==> src/rtl/mips_pkg.sv <==
// Shared definitions for the MIPS pipeline front end: reset constants and the
// fetch-state encoding used by the IF stage and referenced by decode.
package mips_pkg;

    localparam logic [31:0] RESET_PC_DEFAULT = 32'h0000_0000;
    localparam logic [31:0] NOP_INSTR        = 32'h0000_0000;

    typedef enum logic [1:0] {
        FETCH_REQ     = 2'd0,
        FETCH_WAIT    = 2'd1,
        FETCH_DISCARD = 2'd2,
        FETCH_BUF     = 2'd3
    } fetch_state_e;

    // Sequential PC step; wraps modulo 2^32 by construction.
    function automatic logic [31:0] pc_step(input logic [31:0] pc);
        return pc + 32'd4;
    endfunction

endpackage

==> src/rtl/ifid_reg.sv <==
// IF/ID pipeline register: instruction and PC+4 plus a valid bit, with
// load enable and a synchronous flush that has priority over the enable.
module ifid_reg #(
    parameter logic [31:0] NOP_INSTR = mips_pkg::NOP_INSTR
) (
    input  logic        clk,
    input  logic        rst_n,
    input  logic        en,
    input  logic        clr,
    input  logic [31:0] instr_in,
    input  logic [31:0] pcp4_in,
    input  logic        valid_in,
    output logic [31:0] instr_out,
    output logic [31:0] pcp4_out,
    output logic        valid_out
);

    logic [63:0] data_q, data_d;
    logic        valid_q, valid_d;

    always_comb begin
        data_d  = data_q;
        valid_d = valid_q;
        if (clr) begin
            data_d  = {NOP_INSTR, 32'h0000_0000};
            valid_d = 1'b0;
        end else if (en) begin
            data_d  = {instr_in, pcp4_in};
            valid_d = valid_in;
        end
    end

    always_ff @(posedge clk or negedge rst_n) begin
        if (!rst_n) begin
            data_q  <= {NOP_INSTR, 32'h0000_0000};
            valid_q <= 1'b0;
        end else begin
            data_q  <= data_d;
            valid_q <= valid_d;
        end
    end

    assign instr_out = data_q[63:32];
    assign pcp4_out  = data_q[31:0];
    assign valid_out = valid_q;

endmodule

==> src/rtl/if_stage.sv <==
// Instruction fetch stage: one-outstanding-request fetch FSM against a
// variable-latency instruction memory, feeding the IF/ID register.
module if_stage #(
    parameter logic [31:0] RESET_PC  = mips_pkg::RESET_PC_DEFAULT,
    parameter logic [31:0] NOP_INSTR = mips_pkg::NOP_INSTR
) (
    input  logic        clk,
    input  logic        rst_n,
    input  logic        StallF,
    input  logic        StallD,
    input  logic        PCSrcD,
    input  logic [31:0] PCBranchD,
    input  logic        JumpD,
    input  logic [31:0] PCJumpD,
    output logic        imem_req,
    output logic [31:0] imem_addr,
    input  logic        imem_valid,
    input  logic [31:0] imem_rdata,
    output logic [31:0] InstrD,
    output logic [31:0] PCPlus4D,
    output logic        ValidD,
    output logic        ImemStallF
);

    import mips_pkg::*;

    fetch_state_e state_q, state_d;
    logic [31:0]  pc_q, pc_d;
    logic [31:0]  buf_q, buf_d;

    logic         redirect;
    logic [31:0]  target;
    logic [31:0]  pc_plus4;
    logic [31:0]  ifid_instr;
    logic [31:0]  ifid_pcp4;
    logic         ifid_valid;

    assign redirect  = (PCSrcD | JumpD) & ~StallD;
    assign target    = PCSrcD ? PCBranchD : PCJumpD;
    assign pc_plus4  = pc_step(pc_q);
    assign imem_addr = pc_q;

    always_comb begin
        state_d    = state_q;
        pc_d       = pc_q;
        buf_d      = buf_q;
        imem_req   = 1'b0;
        ImemStallF = 1'b0;
        ifid_instr = NOP_INSTR;
        ifid_pcp4  = 32'h0000_0000;
        ifid_valid = 1'b0;

        unique case (state_q)
            FETCH_REQ: begin
                if (!StallF && rst_n) begin
                    imem_req = 1'b1;
                    state_d  = FETCH_WAIT;
                end
                // A request leaving this cycle targets the old PC and must be drained.
                if (redirect) begin
                    state_d = imem_req ? FETCH_DISCARD : FETCH_REQ;
                end
            end
            FETCH_WAIT: begin
                if (imem_valid) begin
                    if (redirect) begin
                        state_d = FETCH_REQ;
                    end else if (!StallD) begin
                        ifid_instr = imem_rdata;
                        ifid_pcp4  = pc_plus4;
                        ifid_valid = 1'b1;
                        pc_d       = pc_plus4;
                        state_d    = FETCH_REQ;
                    end else begin
                        buf_d   = imem_rdata;
                        state_d = FETCH_BUF;
                    end
                end else begin
                    ImemStallF = 1'b1;
                    if (redirect) begin
                        state_d = FETCH_DISCARD;
                    end
                end
            end
            FETCH_BUF: begin
                if (redirect) begin
                    state_d = FETCH_REQ;
                end else if (!StallD) begin
                    ifid_instr = buf_q;
                    ifid_pcp4  = pc_plus4;
                    ifid_valid = 1'b1;
                    pc_d       = pc_plus4;
                    state_d    = FETCH_REQ;
                end
            end
            FETCH_DISCARD: begin
                ImemStallF = 1'b1;
                if (imem_valid) begin
                    state_d = FETCH_REQ;
                end
            end
            default: begin
                state_d = FETCH_REQ;
            end
        endcase

        if (redirect) begin
            pc_d = target;
        end
    end

    always_ff @(posedge clk or negedge rst_n) begin
        if (!rst_n) begin
            state_q <= FETCH_REQ;
            pc_q    <= RESET_PC;
            buf_q   <= 32'h0000_0000;
        end else begin
            state_q <= state_d;
            pc_q    <= pc_d;
            buf_q   <= buf_d;
        end
    end

    ifid_reg #(
        .NOP_INSTR (NOP_INSTR)
    ) u_ifid_reg (
        .clk       (clk),
        .rst_n     (rst_n),
        .en        (~StallD),
        .clr       (redirect),
        .instr_in  (ifid_instr),
        .pcp4_in   (ifid_pcp4),
        .valid_in  (ifid_valid),
        .instr_out (InstrD),
        .pcp4_out  (PCPlus4D),
        .valid_out (ValidD)
    );

endmodule

==> config.mk <==
export PLATFORM = sky130hd
export DESIGN_NAME = if_stage
export DESIGN_NICKNAME = d
export VERILOG_FILES = /design/src/rtl/mips_pkg.sv /design/src/rtl/ifid_reg.sv /design/src/rtl/if_stage.sv
export SDC_FILE = /design/constraint.sdc
export NUM_CORES = 1
export LEC_CHECK = 0
export ABC_AREA = 1
export CAP_MARGIN = 20
export CORE_MARGIN = 4
export CORE_UTILIZATION = 53
export CTS_BUF_LIST = sky130_fd_sc_hd__clkbuf_4
export DETAILED_ROUTE_END_ITERATION = 6
export PLACE_DENSITY_LB_ADDON = 0.15
export SETUP_SLACK_MARGIN = 0.4
export SLEW_MARGIN = 25
export SYNTH_ARGS = -nofsm -noshare
export SYNTH_HDL_FRONTEND = slang
export SYNTH_SLANG_ARGS = --single-unit
==> constraint.sdc <==
create_clock -name clk -period 2.7 [get_ports clk]
set_input_delay 0.405 -clock clk [delete_from_list [all_inputs] [get_ports clk]]
set_output_delay 0.405 -clock clk [all_outputs]
set_load 0.05 [all_outputs]
Word level (Yosys, flattened, before mapping)
Index checks and enable logic that the tools add are counted.
{"block": "op_classes", "add_sub_neg": 1, "bitwise_logic": 4, "eq_ne": 8, "mux": 31, "reduce_logical": 7}
{"cell": "two-way mux 32 bit", "count": 6}
{"cell": "one-hot mux 32 bit (2 select lines)", "count": 3}
{"cell": "two-way mux 64 bit", "count": 2}
{"cell": "adder 32 x 3 -> 32 bit, second input constant", "count": 1}
{"cell": "two-way mux 2 bit", "count": 10}
{"cell": "!= test 3 bit, second input constant", "count": 3}
{"cell": "one-hot mux 2 bit (4 select lines)", "count": 1}
{"cell": "AND reduction 4 bit", "count": 2}
{"cell": "two-way mux 1 bit", "count": 7}
{"cell": "== test 2 bit, second input constant", "count": 2}
{"cell": "one-hot mux 1 bit (2 select lines)", "count": 2}
{"cell": "nonzero test 3 bit", "count": 1}
{"cell": "== test 2 x 1 -> 1 bit, second input constant", "count": 1}
{"cell": "zero test 2 bit", "count": 1}
{"cell": "!= test 2 x 1 -> 1 bit, second input constant", "count": 1}
{"cell": "!= test 2 bit, second input constant", "count": 1}
{"cell": "inverter 1 bit", "count": 2}
{"cell": "AND reduction 2 bit", "count": 1}
{"cell": "bitwise AND 1 bit", "count": 1}
{"cell": "logical AND 1 bit", "count": 1}
{"cell": "zero test 1 bit", "count": 1}
{"cell": "OR 1 bit", "count": 1}
{"block": "word_totals", "reg_bits": 131, "input_bits": 103, "output_inout_bits": 99}

Depth between registers and ports, before layout
{"block": "logic_depth", "word_depth": 7, "mapped_depth": 10, "ltp_nobuf": 9}

Hierarchy
From an unflattened synthesis, not the netlist that was laid out.
{"block": "unflattened", "cells_unflattened": 1026, "hier_area_um2": 7340.8}
{"mod": "if_stage", "cells_each": 743, "area_each_um2": 4749.6, "instances": 1}
{"mod": "ifid_reg", "cells_each": 283, "area_each_um2": 2591.2, "instances": 1}

Worst setup path after synthesis
Ideal clock, no wire load.
{"block": "synth_timing", "path_kind": "flip-flop to flip-flop", "start": "register pc_q[2], in the netlist imem_addr[2]", "end": "register pc_q[12], in the netlist imem_addr[12]", "synth_period_minus_slack_ns": 1.880, "path_stages_with_launch": 10, "path_slack_ns": 0.820, "setup_ns": 0.118, "t_required_ns": 2.582, "arrival_time_ns": 1.762, "path_cell_list": "dfrtp_1 > ha_1 > nand2_1 > nor2_2 > nand2_2 > nor2_4 > xnor2_1 > nand2_1 > nand2_1 > nand2_1"}
{"block": "synth_via", "elab_chain_len": 5}
{"element": "from (decl)", "line": "if_stage.sv:28", "source": "logic [31:0] pc_q, pc_d;"}
{"element": "from (signal assigned)", "line": "if_stage.sv:119", "source": "pc_q <= pc_d;"}
{"element": "adder 32 x 3 -> 32 bit (*)", "line": "mips_pkg.sv:17", "source": "return pc + 32'd4;"}
{"element": "two-way mux 32 bit (*)", "line": "if_stage.sv:68, if_stage.sv:88"}
{"element": "two-way mux 32 bit", "line": "if_stage.sv:65", "source": "if (imem_valid) begin"}
{"element": "one-hot mux 32 bit (2 select lines) (*)", "line": "if_stage.sv:53", "source": "unique case (state_q)"}
{"element": "two-way mux 32 bit (*)", "line": "if_stage.sv:107", "source": "if (redirect) begin"}
Every way passes the cells marked *; elsewhere a longest branch is shown, timed or not. The select of a mux whose other input is x is not followed.
A chain may end at the register's enable or synchronous reset.

Worst setup path in the final report
{"block": "layout_timing", "start": "register pc_q[11], in the netlist imem_addr[11]", "end": "output port imem_addr[11]"}
{"element": "to (decl)", "line": "if_stage.sv:16", "source": "output logic [31:0] imem_addr,"}
No word-level cell between the ends.

==> impl_metrics.tcl <==
set metrics [dict create \
    die_y_um 122.3 \
    path_max_fanout 5 \
    numClockSinks 131 \
    clock_latency_ps 560 \
    hpwl_um 14590 \
    combPwrFrac 0.475 \
    pre_cts_ws_ps 250.3 \
    endpoint_kind "primary output" \
    htreeDepth 4 \
    async_flop_share 1.000 \
    powerDensity_mw_per_mm2 881.6 \
    layout_setup_ws_ps 461.3 \
    criticalPathCategory "reg2out" \
    vdd_drop_max_uv 592.4 \
    most-common-layout-cells "306 x nand2_1, 170 x clkdlybuf4s50_1, 131 x dfrtp_1" \
    grt_pass1_vias 6622 \
    fin_crit_sh 0.8291 \
    drc 0 \
    cts_buffers 17 \
    synth.distinct_cells 37 \
    place_congestion 0.9104 \
    final_common_cell "nand2_1" \
    viasPerCell 5.308 \
    hold_class "in2reg" \
    slew_viol_final 0 \
    use_met3 0.06959 \
    worstPathBufferInverterCount 1 \
    p_int_mw 4.284 \
    max_freq_mhz 446.7 \
    synth-edff-count 0 \
    drtAntennaViolNets 0 \
    busiest_layer "met2" \
    startpoint_type "register" \
    critPathSlowestCell "clkdlybuf4s50_1" \
    drt-initial-drc-count 708 \
    drv_cap 0 \
    diodes 0 \
    synth_area_mm2 0.006920 \
    clk_path_buf_depth 2 \
    die_x_um 122.3 \
    worstPathRequired_ps 2300 \
    p_clk_frac 0.155 \
    initial_core_util 0.5440 \
    cts.clk_slew.worst_paths_ps 140 \
    die_area_mm2 0.01495 \
    crit_chain "clkdlybuf4s50_1" \
    fillers 1042 \
    cts_tree "done" \
    rsz0062_at_grt "no" \
    root_buffer "clkbuf_4" \
    leakagePower_nw 4.467 \
    outcome "finished clean" \
    syn_avg_cell_area_um2 7.394 \
    hold_violations 0 \
    grt_max_degree 132 \
    ys_seq_area_frac 0.4737 \
    p_switching_mw 3.992 \
    postSynthCellCount 936 \
    setup_viol 0 \
    wl_per_cell_um 15.69 \
    relSlewSlack 0.5391 \
    rows 41 \
    yosysWarnings 0 \
    antenna_found_initial 0 \
    critical_path.max_stage_delay_ps 830 \
    met1_usage 0.3988 \
    wirelength_um 20610 \
    cp_top_family "buffers and inverters" \
    tightest_slew_ps 691.3 \
    overflow 0 \
    clock_skew_ps 21.56 \
    synth_top_flop_cell "dfrtp_1" \
    coreArea_mm2 0.01272 \
    area_delta_synth_final_pct 35.65 \
    grt_use_met2 0.4304 \
    final_nets 1237 \
    pwr-share-seq 0.370 \
    syn-num-nets 1045 \
    vias 6970 \
    io_buffers 201 \
    ys_ff_latch 131 \
    io_pins 202 \
    setup_tns_ps 0 \
    period_needed_ps 2239 \
    first_pass_iters 5 \
    switching_share 0.4824 \
    grt_pass1_wl_um 33150 \
    drive_above_1_share 0.07274 \
    track_usage 0.2817 \
    cp.arrival_ps 1830 \
]
cells in the mapped netlist, types with 3 or more instances:
cell type,n,share of area
a21oi_1,38,0.027
a22oi_1,4,0.0043
a31oi_1,9,0.0081
buf_1,9,0.0049
buf_2,8,0.0058
buf_4,4,0.0043
buf_6,3,0.0049
clkbuf_1,23,0.012
dfrtp_1,131,0.47
ha_1,6,0.011
inv_1,74,0.040
inv_2,6,0.0033
nand2_1,306,0.17
nand3_1,85,0.061
nor2_1,80,0.043
nor2_2,7,0.0063
nor2_4,3,0.0049
o211ai_1,5,0.0054
o21ai_0,91,0.066
o21ai_1,14,0.010
or2_2,6,0.0054
xor2_1,3,0.0038
worst register-to-register path, stage by stage (launching register included):
cell	delay [ps]
dfrtp_1	440
ha_1	390
inv_2	220
a21oi_1	390
inv_1	150
nor2_4	150
inv_2	110
o21ai_0	210
power by group through the flow:
stage / combinational, mW / clock (mW) / sequential (mW)
6_report: 3.93 / 1.28 / 3.06
3_3_place_gp: 3.91 / 0 / 3.07
5_1_grt: 4.27 / 1.39 / 3.15
3_5_place_dp: 3.99 / 0 / 3.09
2_1_floorplan: 1.52 / 0 / 4.11
4_1_cts: 3.94 / 1.30 / 3.06
flip-flops by register name, summed over array words and instances, names as in the netlist:
register              flops
u_ifid_reg.data_q        64
buf_q                    32
imem_addr                32
state_q                   2
u_ifid_reg.valid_out      1
metrics by stage:
stage	hold slack [ps]	instances	util	total power, mW	cell area (µm²)
after floorplan	109.4	936	-	5.631	6920
after global placement	461.4	1279	0.7140	6.988	9084
after detailed placement	464.9	1279	0.7140	7.080	9084
after CTS	320.5	1312	0.7348	8.292	9348
after global routing	360.9	1313	0.7379	8.807	9388
final	360.7	1313	0.7379	8.276	9388
timing repair:
| item | 4_1_cts | 5_1_grt |
|---|---|---|
| hold buffers | 1 | 0 |
| resized for setup | 16 | 14 |
| buffers inserted | 0 | 1 |
| endpoints found under the setup margin | 15 | 14 |
| endpoints found under the hold margin | 131 | 0 |
| pin swaps | 0 | 1 |
worst paths after layout:
| check | start | endpoint | slack [ps] | cells past startpoint |
|---|---|---|---|---|
| min | StallD | u_ifid_reg.data_q[36] | 360 | 4 |
| max | imem_addr[11] | imem_addr[11] | 460 | 1 |
| min in group asynchronous | rst_n | u_ifid_reg.data_q[36] | 510 | 3 |
| min reg2reg | u_ifid_reg.data_q[56] | u_ifid_reg.data_q[56] | 490 | 2 |
| max reg2reg | state_q[0] | u_ifid_reg.data_q[11] | 560 | 7 |
| max in group asynchronous | rst_n | u_ifid_reg.data_q[20] | 1670 | 3 |
cell families (layout without fill, tap and decap cells):
group	Yosys count	after routing	share of synthesized area
AND/OR/NAND/NOR	495	495	0.2992
buffers and inverters	128	333	0.07666
AO/OA/AOI/OAI	171	171	0.1333
XOR/XNOR	5	5	0.006329
adder cells (fa/ha/maj)	6	6	0.01085
flip-flops	131	131	0.4737
area by class of cell:
type                    count  area (µm²)  area share
well taps                 172       215.2     0.02292
inverters                  81       306.5     0.03265
flip-flops and latches    131        3278      0.3492
multi-input cells         677        3123      0.3327
repair buffers            220        2201      0.2344
clock inverters            14       128.9     0.01373
clock buffers              18       135.1     0.01439
routing by layer:
layer	share of wire	vias up	routed length (µm)
li1	-	3405	-
met1	0.43	3271	8917
met2	0.46	262	9416
met3	0.091	32	1867
met4	0.020	0	405
met5	0	-	0
(Power assumes the default switching activity.)
